**src/rtl/arb_pkg.sv**
```systemverilog
// Shared types and helpers for the round-robin hold arbiter family.
package arb_pkg;

  typedef enum logic [1:0] {
    ST_IDLE  = 2'd0,
    ST_OWNED = 2'd1,
    ST_EVICT = 2'd2
  } arb_state_e;

  // Bits needed to encode 0..range-1, never less than one bit.
  function automatic int arb_width(input int range);
    return (range <= 2) ? 1 : $clog2(range);
  endfunction

  // Reset value of last_owner, chosen so that requester 0 wins first.
  function automatic int rst_last_owner(input int n);
    return n - 1;
  endfunction

endpackage

```
**src/rtl/rr_pick.sv**
```systemverilog
// Rotating priority encoder: first set request bit scanning cyclically from
// the entry after i_last_owner.
module rr_pick
  import arb_pkg::*;
#(
  parameter int N    = 4,
  parameter int ID_W = arb_width(N)
) (
  input  logic [N-1:0]    i_req,
  input  logic [ID_W-1:0] i_last_owner,
  output logic            o_any,
  output logic [ID_W-1:0] o_winner
);

  logic            w_found;
  logic [ID_W-1:0] w_winner;
  logic [ID_W-1:0] w_sel;
  int              w_idx;

  always_comb begin
    w_found  = 1'b0;
    w_winner = '0;
    w_idx    = 0;
    w_sel    = '0;
    for (int k = 1; k <= N; k++) begin
      w_idx = (int'(i_last_owner) + k) % N;
      w_sel = ID_W'(w_idx);
      if (!w_found && i_req[w_sel]) begin
        w_found  = 1'b1;
        w_winner = w_sel;
      end
    end
  end

  assign o_any    = |i_req;
  assign o_winner = w_winner;

endmodule

```
**src/rtl/rr_hold_arbiter.sv**
```systemverilog
// Round-robin arbiter for one shared resource with a per-ownership hold limit
// and a one-cycle turnaround gap after a forced eviction.
module rr_hold_arbiter
  import arb_pkg::*;
#(
  parameter int N        = 4,
  parameter int MAX_HOLD = 8,
  parameter int ID_W     = arb_width(N),
  parameter int CNT_W    = arb_width(MAX_HOLD + 1)
) (
  input  logic            i_clk,
  input  logic            i_rst,
  input  logic [N-1:0]    i_req,
  output logic [N-1:0]    o_gnt,
  output logic            o_gnt_valid,
  output logic [ID_W-1:0] o_gnt_id,
  output logic            o_hold_expired
);

  localparam logic [ID_W-1:0]  RST_LAST_OWNER = ID_W'(rst_last_owner(N));
  localparam logic [CNT_W-1:0] HOLD_LIMIT     = CNT_W'(MAX_HOLD);
  localparam bit               HOLD_EN        = (MAX_HOLD != 0);

  arb_state_e       r_state, w_state_nxt;
  logic [N-1:0]     r_gnt, w_gnt_nxt;
  logic             r_gnt_valid;
  logic [ID_W-1:0]  r_gnt_id, w_gnt_id_nxt;
  logic [ID_W-1:0]  r_last_owner, w_last_owner_nxt;
  logic [CNT_W-1:0] r_hold_cnt, w_hold_cnt_nxt;
  logic             r_hold_expired, w_hold_expired_nxt;

  logic             w_owned, w_owner_req, w_at_limit;
  logic             w_release, w_evict, w_keep, w_take;
  logic [ID_W-1:0]  w_pick_from, w_winner;
  logic             w_any;

  assign w_owned     = (r_state == ST_OWNED);
  assign w_owner_req = i_req[r_gnt_id];
  assign w_at_limit  = HOLD_EN && (r_hold_cnt == HOLD_LIMIT);
  assign w_release   = w_owned && !w_owner_req;
  assign w_evict     = w_owned && w_owner_req && w_at_limit;
  assign w_keep      = w_owned && w_owner_req && !w_at_limit;
  assign w_take      = w_any && (!w_owned || w_release);
  // On a voluntary release the owner's bit is already clear, so scanning from it is fair.
  assign w_pick_from = w_owned ? r_gnt_id : r_last_owner;

  rr_pick #(
    .N    (N),
    .ID_W (ID_W)
  ) u_pick (
    .i_req        (i_req),
    .i_last_owner (w_pick_from),
    .o_any        (w_any),
    .o_winner     (w_winner)
  );

  always_ff @(posedge i_clk) begin
    if (i_rst) begin
      r_state        <= ST_IDLE;
      r_gnt          <= '0;
      r_gnt_valid    <= 1'b0;
      r_gnt_id       <= '0;
      r_last_owner   <= RST_LAST_OWNER;
      r_hold_cnt     <= '0;
      r_hold_expired <= 1'b0;
    end else begin
      r_state        <= w_state_nxt;
      r_gnt          <= w_gnt_nxt;
      r_gnt_valid    <= |w_gnt_nxt;
      r_gnt_id       <= w_gnt_id_nxt;
      r_last_owner   <= w_last_owner_nxt;
      r_hold_cnt     <= w_hold_cnt_nxt;
      r_hold_expired <= w_hold_expired_nxt;
    end
  end

  always_comb begin
    w_state_nxt = r_state;
    unique case (r_state)
      ST_IDLE, ST_EVICT: w_state_nxt = w_any ? ST_OWNED : ST_IDLE;
      ST_OWNED: begin
        if (w_release)    w_state_nxt = w_any ? ST_OWNED : ST_IDLE;
        else if (w_evict) w_state_nxt = ST_EVICT;
      end
      default:           w_state_nxt = ST_IDLE;
    endcase
  end

  always_comb begin
    w_gnt_nxt          = '0;
    w_gnt_id_nxt       = r_gnt_id;
    w_hold_cnt_nxt     = '0;
    w_last_owner_nxt   = r_last_owner;
    w_hold_expired_nxt = w_evict;
    if (w_release || w_evict) w_last_owner_nxt = r_gnt_id;
    if (w_take) begin
      w_gnt_nxt      = N'(1) << w_winner;
      w_gnt_id_nxt   = w_winner;
      w_hold_cnt_nxt = CNT_W'(1);
    end else if (w_keep) begin
      w_gnt_nxt      = r_gnt;
      w_hold_cnt_nxt = (HOLD_EN && r_hold_cnt != HOLD_LIMIT) ? r_hold_cnt + 1'b1 : r_hold_cnt;
    end
  end

  assign o_gnt          = r_gnt;
  assign o_gnt_valid    = r_gnt_valid;
  assign o_gnt_id       = r_gnt_id;
  assign o_hold_expired = r_hold_expired;

endmodule

```
**config.mk**
```make
export PLATFORM = sky130hd
export DESIGN_NAME = rr_hold_arbiter
export DESIGN_NICKNAME = d
export VERILOG_FILES = /design/src/rtl/arb_pkg.sv /design/src/rtl/rr_pick.sv /design/src/rtl/rr_hold_arbiter.sv
export SDC_FILE = /design/constraint.sdc
export NUM_CORES = 1
export LEC_CHECK = 0
export CORE_MARGIN = 2
export CORE_UTILIZATION = 54
export CTS_BUF_LIST = sky130_fd_sc_hd__clkbuf_8
export CTS_CLUSTER_SIZE = 10
export DETAILED_ROUTE_END_ITERATION = 16
export HOLD_SLACK_MARGIN = 0.08
export PLACE_DENSITY_LB_ADDON = 0.05
export REMOVE_ABC_BUFFERS = 1
export SLEW_MARGIN = 40
export SYNTH_ARGS = -nofsm -noshare
export SYNTH_HDL_FRONTEND = slang
export SYNTH_SLANG_ARGS = --single-unit
```
**constraint.sdc**
```tcl
create_clock -name i_clk -period 1.9 [get_ports i_clk]
set_input_delay 0.285 -clock i_clk [delete_from_list [all_inputs] [get_ports i_clk]]
set_output_delay 0.285 -clock i_clk [all_outputs]
set_load 0.01 [all_outputs]
```
**After elaboration in Yosys (flattened, before gate mapping)**

Index checks and enable logic that the tools add are counted.

- Flip-flop bits (word level): 16
- Bits of input ports: 6
- Output and inout bits: 8
- Logic and storage cells: 74

- Add/subtract/negate cells: 5
- Order comparisons: 5
- Equality and inequality tests: 6
- Shift-type cells: 1
- Mux-type cells: 27
- Bitwise gates (word level): 1
- Reduce and logical (&&, ||, !) cells: 21

Operators with widths:

| operator | count |
|---|---|
| < comparator 2 x 3 -> 1 bit, second input constant | 5 |
| 2-to-1 mux 2 bit | 7 |
| 2-to-1 mux 1 bit | 12 |
| binary-select mux 1 bit (select 2 bit) | 5 |
| logical AND 1 bit | 8 |
| 2-to-1 mux 4 bit | 2 |
| OR reduction 4 bit | 2 |
| logical NOT 1 bit | 6 |
| != test 3 x 1 -> 1 bit, second input constant | 2 |
| adder 2 x 1 -> 2 bit, second input constant | 2 |
| adder 2 bit, second input constant | 2 |
| adder 4 x 1 -> 4 bit, second input constant | 1 |
| equality test 4 bit, second input constant | 1 |
| != test 4 bit, second input constant | 1 |
| one-hot mux 2 bit (2 select lines) | 1 |
| left shift 1 x 2 -> 4 bit, first input constant | 1 |
| OR reduction 3 bit | 1 |
| equality test 2 x 1 -> 1 bit, second input constant | 1 |
| equality test 2 bit, second input constant | 1 |
| logical NOT 2 bit | 1 |
| logical OR 1 bit | 2 |
| OR reduction 2 bit | 1 |
| inverter 1 bit | 1 |

**Longest topological paths before layout**

- Word-level depth: 18
- Depth in mapped cells: 7
- Depth with buffers taken out: 7

**Hierarchy**

Synthesis repeated with hierarchy kept, for this count alone.

- Cells, all modules: 81
- Area total of the unflattened synthesis: 772.0 sq um

By module, submodules not included:

| module | times used | cells each | area an instance (sq um) |
|---|---|---|---|
| rr_hold_arbiter | 1 | 67 | 690.7 |
| rr_pick | 1 | 14 | 81.3 |

**Least setup slack after synthesis**

No wires, ideal clock.

- Path kind: reg-to-reg
- Start: register r_gnt_id[0] (netlist: o_gnt_id[0])
- End: register r_last_owner[0]
- Library setup time: 120 ps
- Arrival: 1668 ps
- Setup slack: 112 ps
- Stages on the path, launching flop included: 7
- Period minus slack after synthesis: 1788 ps
- Cell sequence: dfxtp_1 -> buf_6 -> mux4_2 -> and2_4 -> nor2b_4 -> nor2b_1 -> a211o_2

- Cells in the longest elaborated chain, start to end: 5
- Elaborated cells on any way between the ends: 7
- Classes of those cells: mux: 2; reduce/logical: 5

Ends and longest elaborated chain:

| element | line | RTL |
|---|---|---|
| start, declared | rr_hold_arbiter.sv:27 | `logic [ID_W-1:0] r_gnt_id, w_gnt_id_nxt;` |
| start signal, assigned | rr_hold_arbiter.sv:70 | `r_gnt_id <= w_gnt_id_nxt;` |
| binary-select mux 1 bit (select 2 bit) | rr_hold_arbiter.sv:38 | `assign w_owner_req = i_req[r_gnt_id];` |
| 2-to-1 mux 1 bit (not written as such) | rr_hold_arbiter.sv:38 |  |
| logical NOT 1 bit or logical AND 1 bit (tied branches) | rr_hold_arbiter.sv:40, rr_hold_arbiter.sv:41 |  |
| logical AND 1 bit, on equally long branches | rr_hold_arbiter.sv:40, rr_hold_arbiter.sv:41 |  |
| logical OR 1 bit | rr_hold_arbiter.sv:95 | `if (w_release \|\| w_evict) w_last_owner_nxt = r_gnt_id;` |
| end signal, assigned | rr_hold_arbiter.sv:71 | `r_last_owner <= w_last_owner_nxt;` |
| end, declared | rr_hold_arbiter.sv:28 | `logic [ID_W-1:0] r_last_owner, w_last_owner_nxt;` |

Several ways; a longest one is shown, not always the timed one. The select of a mux whose other input is x is not followed.
A chain may end at the register's enable or synchronous reset.

**Final worst setup path**

- Start: input i_req[2]
- End: register r_last_owner[0]

- Cells in the longest elaborated chain, start to end: 5
- Elaborated cells on any way between the ends: 7
- Classes of those cells: mux: 2; reduce/logical: 5

Ends and longest elaborated chain:

| element | line | RTL |
|---|---|---|
| start, declared | rr_hold_arbiter.sv:13 | `input logic [N-1:0] i_req,` |
| binary-select mux 1 bit (select 2 bit) * | rr_hold_arbiter.sv:38 |  |
| 2-to-1 mux 1 bit (not written as such) * | rr_hold_arbiter.sv:38 |  |
| logical NOT 1 bit or logical AND 1 bit (tied branches) | rr_hold_arbiter.sv:40, rr_hold_arbiter.sv:41 |  |
| logical AND 1 bit, on equally long branches | rr_hold_arbiter.sv:40, rr_hold_arbiter.sv:41 |  |
| logical OR 1 bit * | rr_hold_arbiter.sv:95 |  |

Mark *: on every way between the ends. The rest lies on a longest branch, timed or not. The select of a mux whose other input is x is not followed.

==> run summary <==
Core ar.: 0.00149 mm²
setup TNS: 0 ns
ratio of cells with drive above 1 in the final layout: 21.4%
die height: 43.8 µm
post-synthesis cell area: 853 µm²
RSZ-0062 raised after global routing: no
Wirelength per Cell: 13.5 µm
largest family of logic cells by synthesized area: simple AND/OR/NAND/NOR gates
worst hold start: o_gnt[2]
final antenna-violating net count: 0
Critical Path RT: 2.03 ns
final hold vios: 0
critical path, cell by cell: clkdlybuf4s50_1 > mux4_2 > and2_4 > nor2b_4 > nor2b_1 > a211o_2
NumNets Final: 122
vias per cell: 5.73
Hold Path Depth: 2
minimum clock period: 1.79 ns
post-synthesis register bit count: 16
leak pwr: 0.435 nW
Syn Area/Cell: 9.48 µm²
HPWL after DPL: 1270 µm
die width: 43.8 µm
final wirelength: 1720 µm
die area: 0.00191 mm²
DP Area: 0.00104 mm²
fin crit share: 94.0%
IO Pins: 14
GR Layer Usage met2: 34.4%
RR Startpoint: o_gnt_id[0]
CTS buffer count: 3
IO buf count: 13
fill count: 118
CP Launch Type: input port
vias in the first global route: 715
Longest Clk Path Bufs: 2
CP Buf/Inv Count: 1
crit path from: i_req[2]
met1 usage: 25.5%
FP Rows: 14
simple-gate share of the synthesized area: 25.7%
clock sink total: 16
synth warn: 0
DRC Markers: 0
global-route wire length before repair: 2930 µm
Final Skew: 0.00350 ns
CTS tree: yes
setup slack after layout: 0.114 ns
via count: 734
CTS Hold Buffers Added: 0
H-tree lvl count: 1
largest net degree at the start of global routing: 11
Final Core Density: 73.0%
slew of the pin with the lowest slew margin: 0.426 ns
Total Routing Usage GR: 20.4%
fin area: 0.00109 mm²
VDD IR-drop max: 0.619 mV
Synth Area in Adders: 2.93%
final setup vio count: 0
Synth Area in Compound Gates: 17.0%
Worst Setup Path Type: input port to register
CTS Root Buffer Type: clkbuf_8
Yosys cell types: 38
worst slew margin relative to its limit: 71.4%
Fin Hold WS: 0.495 ns
most frequent cells in the layout: 16 x dfxtp_1, 13 x clkdlybuf4s50_1, 10 x buf_4
Area Overhead vs Synth: 27.4%
commonest non-fill, non-tap cell in the layout: dfxtp_1
Max Cap Violations: 0
Worst Path Arrival: 1.92 ns
Clk pin slew, worst setup/hold paths: 0.06 ns
xor/xnor share of the synthesized area: 4.11%
worst r2r path cells: 5
1st-pass router iterations: 4
initial antenna violation count: 0
sequential-to-total area share from yosys stat: 37.5%
Post-Synthesis Cells: 90
Final Slew Violations: 0
worst slack, placed: -0.116 ns
largest cells by area after synthesis: dfxtp_1 38%, nor2b_1 4.4%, o21ai_0 4.1%
gr ovfl total: 0
hold crit path type: register to register
mux contribution to synthesized area: 7.48%
critical path endpoint category: register
initial drt markers: 7
Crit path max-delay family: multiplexers
area share of the leading cell type in the synthesized netlist: 37.5%
starting density of the core: 57.3%
status: complete, no violations
post-synth top area cell: dfxtp_1
CP max-delay cell: mux4_2
cell area power density: 900 mW/mm²
critical path depth in cells: 6
Most Crowded Layer GR: met2
fmax: 560 MHz
M3 GR Usage: 5.42%
critical-path maximum fanout: 4
Worst-Skew Late Latency: 0.24 ns
Antenna diodes: 0
GP Congestion: 0.871
slowest stage delay, CP: 0.53 ns
## tightest hold or removal path: cells and delay by family, from the launching register on
family	cells	cell delay (ns)
and+or+nand+nor	1	0.06
AOI/OAI and AO/OA	1	0.06
DFF	1	0.33
## timing repair
| action | in CTS | in global routing |
|---|---|---|
| gates resized for setup | 0 | 1 |
| buffers inserted | 0 | 0 |
| setup endpoints to repair | 0 | 2 |
## area by class of cell
cell class | count | area [µm²] | share of cell area (%)
sequential | 16 | 320 | 29.5
inverter | 2 | 7.51 | 0.690
timing repair buffer | 23 | 205 | 18.9
clock buffer | 3 | 41.3 | 3.80
multi-input combinational | 68 | 493 | 45.3
tap | 16 | 20.0 | 1.84
## sequential cells by signal, indices dropped and copies added, names as in the netlist
signal	count
o_gnt_valid	1
r_state	2
r_hold_cnt	4
o_gnt_id	2
o_gnt	4
r_last_owner	2
o_hold_expired	1
## report_power, final
part	switching (W)	internal (W)
clock	0.000101	0.000140
sequential	0.0000331	0.000374
combinational	0.000153	0.000177
## synth_stat cells (all sizes together)
cell and instances:
dfxtp 16, nand2 8, nor2 7, nor2b 7, o21ai 7, clkbuf 3
mux2i 3, nor3 3, xor2 3, a211o 2, a22o 2, a32oi 2
and2 2, ha 2, inv 2, nand3b 2, nor3b 2, nor4 2
o21bai 2, a21o 1, a21oi 1, a32o 1, and2b 1, buf 1
mux2 1, mux4 1, nand3 1, nand4b 1, o211ai 1, o22a 1
or2 1, xnor2 1
## metrics by stage
stage          instances  power (W)
2_1_floorplan         86   0.000601
3_3_place_gp         125   0.000734
3_5_place_dp         125   0.000738
4_1_cts              128   0.000981
5_1_grt              128    0.00103
6_report             128   0.000978
## kinds of logic (layout without fill, tap and decap cells)
logic type / count (synthesis) / after routing
AND/OR/NAND/NOR: 37 / 37
adder cells (fa/ha/maj): 2 / 2
AO/OA/AOI/OAI: 20 / 20
buffers and inverters: 6 / 28
multiplexers: 5 / 5
XOR/XNOR: 4 / 4
flip-flops: 16 / 16
## worst paths after layout
path | to | slack [ns]
setup / recovery | r_last_owner[0] | 0.11
hold / removal | o_gnt[2] | 0.50
setup reg to reg | r_last_owner[0] | 0.21
hold reg to reg | o_gnt[2] | 0.50
## per-layer routing
metal	share of wire, %	wire [µm]
met1	48	820
met2	49	847
met3	3.2	56
met4	0	0
met5	0	0
No activity file was read; power rests on OpenSTA's default activity.
